<file path="src/rtl/lut_truth_table_prober.sv">
// lut_truth_table_prober: drives every address onto a 4-input LUT under test,
// samples its O output, rebuilds the INIT word and compares it (masked to the
// exercised address range) against an expected value.
// Optional build macro LUT_PROBE_FAIL_ADDR_EN adds fail_addr/fail_valid, which
// report the lowest address whose sampled bit disagrees with the expected bit.
module lut_truth_table_prober #(
    parameter int unsigned WIDTH  = 4,
    parameter int unsigned SETTLE = 0
) (
    input  logic        C,
    input  logic        R,
    input  logic        start,
    input  logic [15:0] expected_init,
    output logic [3:0]  lut_a,
    input  logic        lut_o,
    output logic        busy,
    output logic        done,
    output logic        pass,
    output logic [15:0] captured_init
`ifdef LUT_PROBE_FAIL_ADDR_EN
    ,
    output logic [3:0]  fail_addr,
    output logic        fail_valid
`endif
);

    localparam int unsigned DEPTH      = 32'd1 << WIDTH;
    localparam logic [15:0] MASK       = 16'((32'd1 << DEPTH) - 32'd1);
    localparam logic [3:0]  LAST_ADDR  = 4'(DEPTH - 32'd1);
    localparam logic [3:0]  SETTLE_MAX = 4'(SETTLE);

    typedef enum logic [1:0] {
        S_IDLE   = 2'd0,
        S_DRIVE  = 2'd1,
        S_SAMPLE = 2'd2,
        S_FINISH = 2'd3
    } state_t;

    // Only the exercised low 2^WIDTH bits take part in the comparison.
    function automatic logic masked_match(input logic [15:0] a,
                                          input logic [15:0] b,
                                          input logic [15:0] m);
        return ((a ^ b) & m) == 16'd0;
    endfunction

    state_t      state_r, state_s;
    logic [3:0]  addr_r, addr_s;
    logic [3:0]  cnt_r, cnt_s;
    logic [15:0] exp_r, exp_s;
    logic [15:0] cap_r, cap_s;
    logic        pass_r, pass_s;
    logic        done_r, done_s;
    logic        busy_r, busy_s;
    logic [3:0]  lut_a_r, lut_a_s;

    // Next-state and next-output decode for the scan sequencer.
    always_comb begin
        state_s = state_r;
        addr_s  = addr_r;
        cnt_s   = cnt_r;
        exp_s   = exp_r;
        cap_s   = cap_r;
        pass_s  = pass_r;
        done_s  = 1'b0;
        busy_s  = 1'b0;
        lut_a_s = 4'd0;
        case (state_r)
            S_IDLE: begin
                if (start) begin
                    exp_s   = expected_init;
                    cap_s   = 16'd0;
                    pass_s  = 1'b0;
                    addr_s  = 4'd0;
                    cnt_s   = 4'd0;
                    busy_s  = 1'b1;
                    lut_a_s = 4'd0;
                    state_s = S_DRIVE;
                end else begin
                    state_s = S_IDLE;
                end
            end
            S_DRIVE: begin
                busy_s  = 1'b1;
                lut_a_s = addr_r;
                if (cnt_r != SETTLE_MAX) begin
                    cnt_s = cnt_r + 4'd1;
                end else begin
                    state_s = S_SAMPLE;
                end
            end
            S_SAMPLE: begin
                cap_s[addr_r] = lut_o;
                if (addr_r == LAST_ADDR) begin
                    pass_s  = masked_match(cap_s, exp_r, MASK);
                    done_s  = 1'b1;
                    state_s = S_FINISH;
                end else begin
                    addr_s  = addr_r + 4'd1;
                    cnt_s   = 4'd0;
                    busy_s  = 1'b1;
                    lut_a_s = addr_r + 4'd1;
                    state_s = S_DRIVE;
                end
            end
            S_FINISH: begin
                state_s = S_IDLE;
            end
            default: begin
                state_s = S_IDLE;
            end
        endcase
    end

    // Sequencer state and registered outputs; reset aborts any scan in flight.
    always_ff @(posedge C or negedge R) begin
        if (!R) begin
            state_r <= S_IDLE;
            addr_r  <= 4'd0;
            cnt_r   <= 4'd0;
            exp_r   <= 16'd0;
            cap_r   <= 16'd0;
            pass_r  <= 1'b0;
            done_r  <= 1'b0;
            busy_r  <= 1'b0;
            lut_a_r <= 4'd0;
        end else begin
            state_r <= state_s;
            addr_r  <= addr_s;
            cnt_r   <= cnt_s;
            exp_r   <= exp_s;
            cap_r   <= cap_s;
            pass_r  <= pass_s;
            done_r  <= done_s;
            busy_r  <= busy_s;
            lut_a_r <= lut_a_s;
        end
    end

    assign lut_a         = lut_a_r;
    assign busy          = busy_r;
    assign done          = done_r;
    assign pass          = pass_r;
    assign captured_init = cap_r;

`ifdef LUT_PROBE_FAIL_ADDR_EN
    logic [3:0] fail_addr_r, fail_addr_s;
    logic       fail_valid_r, fail_valid_s;
    logic       found_r, found_s;

    // Latch the first (lowest) mismatching address as samples arrive.
    always_comb begin
        fail_addr_s  = fail_addr_r;
        fail_valid_s = fail_valid_r;
        found_s      = found_r;
        if ((state_r == S_IDLE) && start) begin
            fail_addr_s  = 4'd0;
            fail_valid_s = 1'b0;
            found_s      = 1'b0;
        end else if (state_r == S_SAMPLE) begin
            if (!found_r && (lut_o != exp_r[addr_r])) begin
                fail_addr_s = addr_r;
                found_s     = 1'b1;
            end else begin
                found_s = found_r;
            end
            if (addr_r == LAST_ADDR) begin
                fail_valid_s = !pass_s;
            end else begin
                fail_valid_s = fail_valid_r;
            end
        end else begin
            found_s = found_r;
        end
    end

    // Mismatch tracking registers.
    always_ff @(posedge C or negedge R) begin
        if (!R) begin
            fail_addr_r  <= 4'd0;
            fail_valid_r <= 1'b0;
            found_r      <= 1'b0;
        end else begin
            fail_addr_r  <= fail_addr_s;
            fail_valid_r <= fail_valid_s;
            found_r      <= found_s;
        end
    end

    assign fail_addr  = fail_addr_r;
    assign fail_valid = fail_valid_r;
`else
    // Mismatch tracking is not built in this configuration.
`endif

endmodule

</file>
<file path="config.mk">
export PLATFORM = sky130hd
export DESIGN_NAME = lut_truth_table_prober
export DESIGN_NICKNAME = d
export VERILOG_FILES = /design/src/rtl/lut_truth_table_prober.sv
export SDC_FILE = /design/constraint.sdc
export NUM_CORES = 1
export LEC_CHECK = 0
export ABC_AREA = 1
export ABC_CLOCK_PERIOD_IN_PS = 2200
export CORE_ASPECT_RATIO = 2
export CORE_UTILIZATION = 35
export DETAILED_ROUTE_END_ITERATION = 12
export PLACE_DENSITY = 0.65
export SETUP_SLACK_MARGIN = 0.4
export SLEW_MARGIN = 20
export SYNTH_ARGS = -nofsm -noshare
export SYNTH_HDL_FRONTEND = slang
export SYNTH_SLANG_ARGS = --single-unit
</file>
<file path="constraint.sdc">
create_clock -name C -period 2.2 [get_ports C]
set_input_delay 0.55 -clock C [delete_from_list [all_inputs] [get_ports C]]
set_output_delay 0.55 -clock C [all_outputs]
set_load 0.03 [all_outputs]
</file>
======== After elaboration in Yosys (flattened, before gate mapping) ========
Cells that the tools add are included.
word-level totals
  bits in registers ....................... 49
  bits of input ports ..................... 20
  word-level logic and storage cells ...... 59
operators by class
  bitwise gates (word level) .............. 1
  order comparisons ....................... 2
  muxes and demuxes ....................... 25
  reductions and logical operators ........ 11
  add/subtract/negate cells ............... 2
  equal/unequal tests ..................... 9
operators by type and width
  cell                                                                                 number
  16-bit one-hot mux with 2 select lines                                               1
  4-bit two-way mux                                                                    5
  16-bit bitwise mux                                                                   1
  16-bit zero test                                                                     1
  16-bit two-way mux                                                                   1
  4-bit one-hot mux with 2 select lines                                                2
  16-bit bitwise XOR                                                                   1
  4-bit one-hot mux with 3 select lines                                                1
  2-bit != test, second input constant                                                 5
  4-bit by 1-bit adder with 4-bit output, second input constant                        2
  1-bit two-way mux                                                                    8
  2-bit one-hot mux with 4 select lines                                                1
  3-bit AND reduction                                                                  2
  4-bit by 5-bit < comparator with 1-bit output, second input constant                 1
  1-bit demux with 4-bit select                                                        1
  2-bit equality test, second input constant                                           2
  4-bit equality test, second input constant                                           1
  4-bit by 1-bit greater-or-equal comparator with 1-bit output, second input constant  1
  2-bit two-way mux                                                                    2
  2-bit AND reduction                                                                  2
  4-bit AND reduction                                                                  1
  4-bit nonzero test                                                                   1
  1-bit one-hot mux with 3 select lines                                                1
  3-bit nonzero test                                                                   1
  5 further kinds                                                                      5

======== Logic depth before layout (Yosys ltp) ========
Gate-level depths: netlist of the first run.
  word-level depth ........................ 9
  depth in mapped cells ................... 13
  mapped depth without buffers ............ 12

======== Worst setup path before layout of the first run ========
Ideal clock, no wire load.
  path kind ............................... reg2reg
  start point ............................. register addr_r[1]
  end point ............................... register pass_r (netlist: pass)
  cell stages (with the launch flop) ...... 14
  slack ................................... 0.560 ns
  required time ........................... 2.135 ns
  arrival time ............................ 1.575 ns
  cells stage by stage .................... dfrtp_1 -> inv_1 -> ha_1 -> clkbuf_1 -> inv_1 -> o21ai_1 -> nand2_1 -> nand2_1 -> nand2_1 -> nor2_1 -> nand2_1 -> nor2_1 -> nand2_1 -> nand2_1
between the ends
  word-level cells in the longest chain between the ends .. 9
RTL lines
  element                                                                                                                                                     line  source
  start: declaration                                                                                                                                          47    logic [3:0] addr_r, addr_s;
  start signal: assignment                                                                                                                                    128   addr_r <= addr_s;
  4-bit by 5-bit < comparator with 1-bit output (not written as such) / 4-bit by 1-bit greater-or-equal comparator with 1-bit output (equally long branches)  92    cap_s[addr_r] = lut_o;
  1-bit logical AND (not written as such)                                                                                                                     92
  1-bit two-way mux (not written as such)                                                                                                                     92
  1-bit demux with 4-bit select                                                                                                                               92
  16-bit bitwise mux                                                                                                                                          92
  16-bit bitwise XOR                                                                                                                                          43    return ((a ^ b) & m) == 16'd0;
  16-bit zero test                                                                                                                                            43
  1-bit two-way mux                                                                                                                                           93    if (addr_r == LAST_ADDR) begin
  1-bit one-hot mux with 2 select lines                                                                                                                       67    case (state_r)
  end signal: assignment                                                                                                                                      132   pass_r <= pass_s;
  end: declaration                                                                                                                                            51    logic pass_r, pass_s;
Parallel ways exist; a longest one is shown, timed or not. The select of a mux whose other input is x is not followed.
A chain may end at the register's enable or synchronous reset.

======== Final worst setup path of the first run ========
  start point ............................. register addr_r[0]
  end point ............................... register pass_r (netlist: pass)
Same word-level chain as after synthesis.

==> flow_summary.json, run 1 <==
{
  "ys_seq_area_frac": 0.431,
  "r2r_end": "pass",
  "signed_area_change_from_the_synthesized_netlist_to_the_final_layout_pct": 28.7,
  "route.vias.total": 2697,
  "max_slew.worst_pin.slew_ps": 537,
  "regToRegStartpoint": "addr_r[0]",
  "grt_setup_unrepaired": "yes",
  "total_core_area_mm2": 0.00789,
  "worst_ep_required_time_ps": 2440,
  "final_hold_viol_count": 0,
  "vias_per_cell": 5.08,
  "clock_latency_ps": 290,
  "synth.top_cells.by_area": "sky130_fd_sc_hd__dfrtp_1 (43%), sky130_fd_sc_hd__nand2_1 (16%), sky130_fd_sc_hd__nand3_1 (7.7%)",
  "setup.worst_path.start_class": "flip-flop",
  "drt-total-wl_um": 7540,
  "critPathLaunch": "addr_r[0]",
  "timing.hold.worst.class": "in -> async",
  "yosysWarningCount": 0,
  "cts_hold_buffers": 0,
  "routabilityCongestion": 0.901,
  "final-seq-area_mm2": 0.00123,
  "post_synth_instance_area_mm2": 0.00284,
  "wl_per_cell_um": 14.2,
  "cts_buffers": 5,
  "n_antenna_cell": 0,
  "cell_internal_pwr_w": 0.00254,
  "run_status": "complete, no violations",
  "postSynth.asyncResetShare": 1.00,
  "track_usage": 0.187,
  "power_density_mw_per_mm2": 1230,
  "grt_antenna_before_repair": 0,
  "cap_viol_max_count": 0,
  "multi_input_logic_area_mm2": 0.00141,
  "worst-endpoint-arrival_ps": 2020,
  "die_h_um": 129,
  "grt_pass1_vias": 2644,
  "final.setup.tns_ps": 0,
  "element_type_at_the_critical_path_end": "flip-flop",
  "synthDistinctLibCells": 27,
  "cts_tree": "yes",
  "pwr-share-clk": 0.197,
  "fillerInstances": 799,
  "synth-edff-count": 0,
  "syn_area_per_cell_um2": 7.43,
  "final.period_utilization": 0.808,
  "r2r_slack_ps": 420,
  "io-pin-count": 43,
  "synth_nets": 414,
  "postLayoutCoreUtil": 0.464,
  "grt-ovfl-total": 0,
  "clk_path_buf_depth": 2,
  "pwr-share-seq": 0.321,
  "synth_flop_cell": "sky130_fd_sc_hd__dfrtp_1",
  "critical_path_peak_fanout": 7,
  "power_switching_w": 0.00196,
  "timing.setup.critical_path_class": "reg -> reg",
  "chipWidth_um": 65.7,
  "whs_ps": 229,
  "final_layout_size_suffix_gt1_frac": 0.133,
  "synth_top_area_share": 0.431,
  "area_enclosed_by_the_die_boundary_mm2": 0.00851,
  "yosysTopAreaCell": "sky130_fd_sc_hd__dfrtp_1",
  "report.final.slew_viol_count": 0,
  "drt_drc_violations_left": 0,
  "synthesis.instances": 383,
  "dr.first_iter.drc_count": 146,
  "synth-seq-cells": 49,
  "clock_skew_ps": 7.54,
  "power_frac_comb": 0.482,
  "path_clk_slew_ps": 70,
  "period_needed_ps": 1780,
  "cts_num_sinks": 49,
  "slew_headroom": 0.642,
  "post-dp-hpwl_um": 5540,
  "finalNetCount": 465,
  "final-setup-viol-count": 0,
  "clk_root_buffer_cell": "sky130_fd_sc_hd__clkbuf_16",
  "power.switching_fraction": 0.435,
  "grt_max_degree": 29,
  "clock.fmax_ghz": 0.562,
  "r2r_cells": 12,
  "core.rowCount": 46,
  "grt_pass1_wl_um": 12100,
  "peakVddDrop_mv": 0.631,
  "portBuffers": 42,
  "cellLeakagePower_nw": 1.81,
  "clock_tree.htree_level_count": 2,
  "starting_utilization_of_the_core_area": 0.361,
  "final_antenna_net_count": 0,
  "drt_pre_antenna_iters": 6
}
cell usage in the layout, fill, tap and decap left out, types with 2 or more instances in the layout:
cell,instances
sky130_fd_sc_hd__o22ai_1,16
sky130_fd_sc_hd__nor3_1,2
sky130_fd_sc_hd__o21ai_0,18
sky130_fd_sc_hd__dlygate4sd2_1,23
sky130_fd_sc_hd__ha_1,6
sky130_fd_sc_hd__dfrtp_2,4
sky130_fd_sc_hd__nand3_1,44
sky130_fd_sc_hd__buf_4,15
sky130_fd_sc_hd__clkdlybuf4s50_1,17
sky130_fd_sc_hd__clkbuf_16,5
sky130_fd_sc_hd__inv_1,42
sky130_fd_sc_hd__nand3b_1,7
sky130_fd_sc_hd__dfrtp_1,45
sky130_fd_sc_hd__nand2_1,120
sky130_fd_sc_hd__clkinv_4,2
sky130_fd_sc_hd__inv_2,5
sky130_fd_sc_hd__nand4_1,6
sky130_fd_sc_hd__o21ai_1,4
sky130_fd_sc_hd__nand2_2,9
sky130_fd_sc_hd__nor2_2,3
sky130_fd_sc_hd__ha_4,4
sky130_fd_sc_hd__a21oi_1,7
sky130_fd_sc_hd__nor2_1,15
cells by family (layout without fill, tap and decap cells):
group | Yosys count | in the layout | synth area share
buf+inv | 65 | 117 | 0.0963
fa+ha+maj | 11 | 11 | 0.0484
simple gates | 209 | 209 | 0.326
xor+xnor | 1 | 1 | 0.00308
flops | 49 | 49 | 0.431
compound gates | 48 | 48 | 0.0946
registers in the layout, summed over array words and instances, names as in the netlist:
| register | flops |
|---|---|
| addr_r | 4 |
| busy | 1 |
| captured_init | 16 |
| cnt_r | 4 |
| done | 1 |
| exp_r | 16 |
| lut_a | 4 |
| pass | 1 |
| state_r | 2 |
critical path, stage by stage, from the launching register on:
cell                      delay [ps]
sky130_fd_sc_hd__dfrtp_2         480
sky130_fd_sc_hd__inv_4           130
sky130_fd_sc_hd__ha_2            280
sky130_fd_sc_hd__nand2_1         100
sky130_fd_sc_hd__nand2_1          90
sky130_fd_sc_hd__nand2_1          70
sky130_fd_sc_hd__nand2_1          60
sky130_fd_sc_hd__nand2_1          40
sky130_fd_sc_hd__nor2_1          110
sky130_fd_sc_hd__nand3_1         140
sky130_fd_sc_hd__nor2_2          120
sky130_fd_sc_hd__nand2_1          60
sky130_fd_sc_hd__nand2_1          50
per-stage QoR:
step | power (W) | instance area [um2] | setup slack (ps) | cells
after floorplan | 0.00283 | 2840 | 560 | 383
after global placement | 0.00352 | 3390 | 53.3 | 517
after detailed placement | 0.00357 | 3390 | 16.2 | 517
after CTS | 0.00441 | 3530 | 277 | 525
after global routing | 0.00484 | 3660 | 311 | 531
final | 0.00449 | 3660 | 422 | 531
cells in the mapped netlist, types with 2 or more instances:
library cell                 n
sky130_fd_sc_hd__buf_6       2
sky130_fd_sc_hd__dfrtp_1    49
sky130_fd_sc_hd__inv_1      44
sky130_fd_sc_hd__nand2_1   121
sky130_fd_sc_hd__o21ai_2     2
sky130_fd_sc_hd__nor2_2      3
sky130_fd_sc_hd__nand3_1    44
sky130_fd_sc_hd__ha_1       11
sky130_fd_sc_hd__nand4_1     6
sky130_fd_sc_hd__buf_2       6
sky130_fd_sc_hd__o21ai_0    19
sky130_fd_sc_hd__o21ai_1     3
sky130_fd_sc_hd__nand2_2     8
sky130_fd_sc_hd__nor2_1     16
sky130_fd_sc_hd__buf_4       2
sky130_fd_sc_hd__nand3b_1    7
sky130_fd_sc_hd__inv_2       5
sky130_fd_sc_hd__a21oi_1     7
sky130_fd_sc_hd__nor3_1      2
sky130_fd_sc_hd__o22ai_1    16
sky130_fd_sc_hd__clkbuf_1    4
how the worst max path moves through the flow:
stage               cells after the start    to  slack (ps)
floorplan                              13  pass         560
global placement                       10  pass          50
detailed placement                     10  pass          20
CTS                                    12  pass         280
global route                           11  pass         310
finish                                 12  pass         420
power groups by stage:
| stage | sequential (W) | combinational (W) | clock [W] |
|---|---|---|---|
| 2_1_floorplan | 0.00157 | 0.00126 | 0 |
| 3_3_place_gp | 0.00143 | 0.00209 | 0 |
| 3_5_place_dp | 0.00144 | 0.00213 | 0 |
| 4_1_cts | 0.00142 | 0.00208 | 0.000912 |
| 5_1_grt | 0.00148 | 0.00242 | 0.000939 |
| 6_report | 0.00144 | 0.00216 | 0.000886 |
layout make-up:
type / instances / area share
tap: 96 / 0.0328
clock buffer: 5 / 0.0342
inverter: 50 / 0.0533
sequential: 49 / 0.336
multi-input combinational: 269 / 0.386
timing repair buffer: 59 / 0.145
clock inverter: 3 / 0.0126
layer usage:
metal  GRT usage  part of all wire  vias up
li1            -                 -     1334
met1       0.199              0.38     1282
met2       0.344              0.56       65
met3      0.0229             0.028       16
met4       0.104             0.032        0
met5           0                 0        -
timing repair:
| action | in CTS | in global routing |
|---|---|---|
| gates resized for setup | 24 | 23 |
| setup buffers | 0 | 6 |
| cloned | 0 | 0 |
| pin swaps | 0 | 2 |
| setup endpoints to repair | 29 | 24 |
(Power assumes the default switching activity.)
==> inputs of run 2 (changes only) <==
--- a/config.mk
+++ b/config.mk
@@ -6,11 +6,11 @@
 export NUM_CORES = 1
 export LEC_CHECK = 0
 export ABC_AREA = 1
-export ABC_CLOCK_PERIOD_IN_PS = 2200
+export ABC_CLOCK_PERIOD_IN_PS = 1600
 export CORE_ASPECT_RATIO = 2
 export CORE_UTILIZATION = 35
 export DETAILED_ROUTE_END_ITERATION = 12
-export PLACE_DENSITY = 0.65
+export PLACE_DENSITY = 0.67
 export SETUP_SLACK_MARGIN = 0.4
 export SLEW_MARGIN = 20
 export SYNTH_ARGS = -nofsm -noshare
==> constraint.sdc (replaced) <==
create_clock -name C -period 1.6 [get_ports C]
set_input_delay 0.4 -clock C [delete_from_list [all_inputs] [get_ports C]]
set_output_delay 0.4 -clock C [all_outputs]
set_load 0.03 [all_outputs]
==> flow_summary.json, run 2 (synthesized netlist as in run 1, its figures left out) <==
{
  "run_status": "complete, but fails checks",
  "violated_checks": "negative setup slack",
  "drt-total-wl_um": 10500,
  "final-setup-viol-count": 8,
  "grt_util_met3": 0.0387,
  "io-pin-count": 43,
  "worst-endpoint-arrival_ps": 2010,
  "r2r_cells": 11,
  "timing.hold.worst.class": "in -> async",
  "r2r_end": "pass",
  "power_density_mw_per_mm2": 1800,
  "routabilityCongestion": 0.904,
  "cellLeakagePower_nw": 2.31,
  "vias_per_cell": 5.29,
  "layout.cells.most_common_list": "sky130_fd_sc_hd__nand2_1 (89), sky130_fd_sc_hd__buf_6 (48), sky130_fd_sc_hd__buf_4 (47)",
  "path_clk_slew_ps": 70,
  "peakVddDrop_mv": 1.11,
  "grt_antenna_before_repair": 0,
  "clock.fmax_ghz": 0.565,
  "global_route.usage.met1": 0.217,
  "grt_pass1_wl_um": 14100,
  "track_usage": 0.221,
  "period_needed_ps": 1770,
  "critical_path_peak_fanout": 5,
  "core.rowCount": 46,
  "timing.setup.critical_path_class": "reg -> reg",
  "report.final.slew_viol_count": 0,
  "postLayoutCoreUtil": 0.634,
  "regToRegStartpoint": "addr_r[1]",
  "power.switching_fraction": 0.437,
  "cts_tree": "yes",
  "area_enclosed_by_the_die_boundary_mm2": 0.00851,
  "clock_latency_ps": 290,
  "cap_viol_max_count": 0,
  "grt-ovfl-total": 0,
  "clk_path_buf_depth": 2,
  "wl_per_cell_um": 17.4,
  "clock_skew_ps": 4.76,
  "clock_tree.htree_level_count": 2,
  "worst_slack_ps": -171,
  "final_hold_viol_count": 0,
  "cts_buffers": 5,
  "total_core_area_mm2": 0.00789,
  "drt_pre_antenna_iters": 4,
  "signed_area_change_from_the_synthesized_netlist_to_the_final_layout_pct": 75.7,
  "power_frac_comb": 0.650,
  "slew_headroom": 0.794,
  "dr.first_iter.drc_count": 234,
  "cts_hold_buffers": 0,
  "route.vias.total": 3177,
  "post-dp-hpwl_um": 5810,
  "starting_utilization_of_the_core_area": 0.361,
  "final.period_utilization": 1.11,
  "final_antenna_net_count": 0,
  "max_slew.worst_pin.slew_ps": 308,
  "setup.worst_path.start_class": "flip-flop",
  "globalRouteMet2Util": 0.408,
  "power_switching_w": 0.00392,
  "n_antenna_cell": 0,
  "pwr-share-clk": 0.126,
  "finalNetCount": 535,
  "worst_ep_required_time_ps": 1840,
  "r2r_slack_ps": -170,
  "drt_drc_violations_left": 0,
  "layout.cells.most_common": "sky130_fd_sc_hd__nand2_1",
  "most_utilized_layer_in_the_global_route_result": "met2",
  "cts_num_sinks": 49,
  "fillerInstances": 583,
  "portBuffers": 42,
  "grt_max_degree": 50,
  "pwr-share-seq": 0.223,
  "die_h_um": 129,
  "pre_cts_ws_ps": -285,
  "chipWidth_um": 65.7,
  "element_type_at_the_critical_path_end": "flip-flop",
  "final_layout_size_suffix_gt1_frac": 0.489,
  "cell_internal_pwr_w": 0.00505,
  "grt_setup_unrepaired": "yes",
  "grt_pass1_vias": 3069,
  "clk_root_buffer_cell": "sky130_fd_sc_hd__clkbuf_16"
}
[run 2: worst max-delay path, stage by stage, from the launching register on]
cell and delay [ps]:
sky130_fd_sc_hd__dfrtp_2 470, sky130_fd_sc_hd__inv_4 110, sky130_fd_sc_hd__ha_4 200, sky130_fd_sc_hd__buf_4 140, sky130_fd_sc_hd__nand3_1 120, sky130_fd_sc_hd__nand3b_1 120
sky130_fd_sc_hd__nand2_1 90, sky130_fd_sc_hd__nor2_1 140, sky130_fd_sc_hd__nand2_1 60, sky130_fd_sc_hd__nor2_1 130, sky130_fd_sc_hd__nand2_1 70, sky130_fd_sc_hd__nand2_1 60
[run 2: area by class of cell]
cell class                      instances  area (um2)  share of cell area
Clock buffer                            7         153              0.0305
Clock inverter                          1        5.00             0.00100
Inverter                               50         220              0.0441
Multi-Input combinational cell        269        1900               0.380
Sequential cell                        49        1230               0.247
Tap cell                               96         120              0.0240
Timing Repair Buffer                  129        1370               0.274
[run 2: how the worst max path moves through the flow]
| stage | from | end | depth (start not counted) |
|---|---|---|---|
| detailed placement | lut_o | pass | 12 |
| global placement | lut_o | pass | 12 |
| floorplan | addr_r[1] | pass | 13 |
| finish | addr_r[1] | pass | 11 |
| CTS | addr_r[1] | pass | 12 |
| global route | addr_r[0] | pass | 12 |
[run 2: metal layers]
| layer | vias up | wire, um |
|---|---|---|
| li1 | 1478 | - |
| met1 | 1532 | 3540 |
| met2 | 114 | 5820 |
| met3 | 53 | 374 |
| met4 | 0 | 723 |
| met5 | - | 0 |
[run 2: what timing repair did]
| action | CTS | global route |
|---|---|---|
| pin swaps | 26 | 32 |
| setup buffers | 21 | 9 |
| cloned | 2 | 1 |
| endpoints found under the setup margin | 72 | 72 |
| endpoints found under the hold margin | 0 | 0 |
| gates resized for setup | 243 | 92 |
[run 2: stage by stage]
stage	hold slack [ps]	TNS, ps	cell area, um2	power [W]	instances
after floorplan	104	0	3020	0.00426	383
after global placement	407	-1120	3830	0.00547	560
after detailed placement	406	-1940	3830	0.00552	560
after CTS	88.5	0	4580	0.00784	591
after global routing	96.6	-963	5000	0.00940	601
final	84.6	-481	5000	0.00897	601
[run 2: power by group through the flow]
stage / Sequential [W] / Combinational (W) / Clock, W
3_5_place_dp: 0.00197 / 0.00355 / 0
4_1_cts: 0.00198 / 0.00471 / 0.00115
2_1_floorplan: 0.00218 / 0.00208 / 0
3_3_place_gp: 0.00196 / 0.00351 / 0
6_report: 0.00200 / 0.00583 / 0.00113
5_1_grt: 0.00205 / 0.00616 / 0.00119
==> inputs of run 3 (changes only) <==
--- a/config.mk
+++ b/config.mk
@@ -11,7 +11,6 @@
 export CORE_UTILIZATION = 35
 export DETAILED_ROUTE_END_ITERATION = 12
 export PLACE_DENSITY = 0.67
-export SETUP_SLACK_MARGIN = 0.4
 export SLEW_MARGIN = 20
 export SYNTH_ARGS = -nofsm -noshare
 export SYNTH_HDL_FRONTEND = slang
==> flow_summary.json, run 3 (synthesized netlist as in run 1, its figures left out) <==
{
  "n_antenna_cell": 0,
  "cts_hold_buffers": 0,
  "critical_path_peak_fanout": 4,
  "finalNetCount": 506,
  "slew_headroom": 0.791,
  "setup.worst_path.start_class": "flip-flop",
  "pwr-share-seq": 0.287,
  "wl_per_cell_um": 14.6,
  "final_antenna_net_count": 0,
  "clock.fmax_ghz": 0.578,
  "power_density_mw_per_mm2": 1680,
  "io-pin-count": 43,
  "worst_slack_ps": -131,
  "timing.setup.critical_path_class": "reg -> reg",
  "route.vias.total": 2904,
  "cts_tree": "yes",
  "grt_setup_unrepaired": "yes",
  "post-dp-hpwl_um": 5860,
  "final.period_utilization": 1.08,
  "track_usage": 0.205,
  "clock_latency_ps": 300,
  "routabilityCongestion": 0.890,
  "max_slew.worst_pin.slew_ps": 314,
  "peakVddDrop_mv": 0.932,
  "worst_ep_required_time_ps": 1840,
  "final-setup-viol-count": 2,
  "grt_pass1_vias": 3002,
  "grt_antenna_before_repair": 0,
  "signed_area_change_from_the_synthesized_netlist_to_the_final_layout_pct": 44.6,
  "cellLeakagePower_nw": 2.01,
  "element_type_at_the_critical_path_end": "flip-flop",
  "period_needed_ps": 1730,
  "pre_cts_ws_ps": -348,
  "power_frac_comb": 0.562,
  "cell_internal_pwr_w": 0.00389,
  "power_switching_w": 0.00302,
  "drt_drc_violations_left": 0,
  "clk_root_buffer_cell": "sky130_fd_sc_hd__clkbuf_16",
  "report.final.slew_viol_count": 0,
  "grt-ovfl-total": 0,
  "grt_pass1_wl_um": 13200,
  "area_enclosed_by_the_die_boundary_mm2": 0.00851,
  "layout.cells.most_common_list": "sky130_fd_sc_hd__nand2_1 (108), sky130_fd_sc_hd__buf_4 (51), sky130_fd_sc_hd__dfrtp_1 (45)",
  "die_h_um": 129,
  "clk_path_buf_depth": 2,
  "final_hold_viol_count": 0,
  "grt_max_degree": 50,
  "timing.hold.worst.class": "in -> async",
  "portBuffers": 42,
  "chipWidth_um": 65.7,
  "final_layout_size_suffix_gt1_frac": 0.282,
  "clock_tree.htree_level_count": 2,
  "pwr-share-clk": 0.151,
  "cap_viol_max_count": 0,
  "run_status": "complete, but fails checks",
  "clock_skew_ps": 5.83,
  "drt-total-wl_um": 8330,
  "whs_ps": 73.9,
  "total_core_area_mm2": 0.00789,
  "dr.first_iter.drc_count": 138,
  "starting_utilization_of_the_core_area": 0.361,
  "drt_pre_antenna_iters": 4,
  "final.setup.tns_ps": -163,
  "violated_checks": "negative setup slack",
  "path_clk_slew_ps": 70,
  "power.switching_fraction": 0.438,
  "layout.cells.most_common": "sky130_fd_sc_hd__nand2_1",
  "core.rowCount": 46,
  "cts_num_sinks": 49,
  "cts_buffers": 5,
  "worst-endpoint-arrival_ps": 1970,
  "r2r_cells": 12,
  "vias_per_cell": 5.08
}
-- run 3: cell count changes in the layout (fill, tap and decap cells not counted), sizes merged --
cell / before / now
inv: 48 / 50
clkinv: 3 / 2
buf: 109 / 59
dlygate4sd2: 2 / 23
clkinvlp: 0 / 1
clkdlybuf4s50: 16 / 18
clkbuf: 9 / 5
-- run 3: through the flow --
stage / std cells / power (W) / util / instance area (um2)
floorplan: 383 / 0.00391 / - / 2850
global placement: 552 / 0.00520 / 0.465 / 3660
detailed placement: 552 / 0.00527 / 0.465 / 3660
CTS: 560 / 0.00631 / 0.483 / 3810
global route: 572 / 0.00743 / 0.521 / 4110
finish: 572 / 0.00691 / 0.521 / 4110
-- run 3: path summary, 6_finish.rpt --
| kind | from | to | slack, ps |
|---|---|---|---|
| setup reg to reg | addr_r[0] | pass | -130 |
| min in group C | exp_r[14] | exp_r[14] | 500 |
| setup / recovery | addr_r[0] | pass | -130 |
| max in group asynchronous | R | addr_r[3] | 1280 |
| hold reg to reg | exp_r[14] | exp_r[14] | 500 |
| hold / removal | R | lut_a[1] | 70 |
-- run 3: area by class of cell --
cell class                      count  area (um2)
Clock buffer                        5         125
Clock inverter                      3        17.5
Fill cell                         740        3770
Inverter                           50         195
Multi-Input combinational cell    269        1560
Sequential cell                    49        1230
Tap cell                           96         120
Timing Repair Buffer              100         866
-- run 3: power groups by stage --
| stage | Clock [W] | Combinational [W] | Sequential (W) |
|---|---|---|---|
| 3_5_place_dp | 0 | 0.00330 | 0.00197 |
| 5_1_grt | 0.00113 | 0.00427 | 0.00204 |
| 6_report | 0.00105 | 0.00388 | 0.00198 |
| 4_1_cts | 0.00108 | 0.00327 | 0.00196 |
| 3_3_place_gp | 0 | 0.00324 | 0.00196 |
| 2_1_floorplan | 0 | 0.00175 | 0.00216 |
-- run 3: timing repair --
item | CTS | global route
pin swaps | 2 | 38
setup buffers | 0 | 15
gates resized for setup | 35 | 60
endpoints found under the setup margin | 34 | 35
-- run 3: routing by layer --
layer,vias to the layer above,wire [um],share of wire,global-route usage
met5,-,0,0,0
met4,0,386,0.046,0.134
met3,25,301,0.036,0.0396
met2,71,4690,0.56,0.370
met1,1387,2950,0.35,0.207
li1,1421,-,-,-
-- run 3: worst max-delay path, cell delays in order, from the launching register on --
cell                      delay [ps]
sky130_fd_sc_hd__dfrtp_2         480
sky130_fd_sc_hd__inv_4           120
sky130_fd_sc_hd__ha_4            170
sky130_fd_sc_hd__inv_2            60
sky130_fd_sc_hd__o21ai_2         150
sky130_fd_sc_hd__nand2_2          90
sky130_fd_sc_hd__nand2_1          70
sky130_fd_sc_hd__nand2_1          70
sky130_fd_sc_hd__nor2_2          120
sky130_fd_sc_hd__nand2_1          60
sky130_fd_sc_hd__nor2_1          140
sky130_fd_sc_hd__nand2_1          80
sky130_fd_sc_hd__nand2_1          60
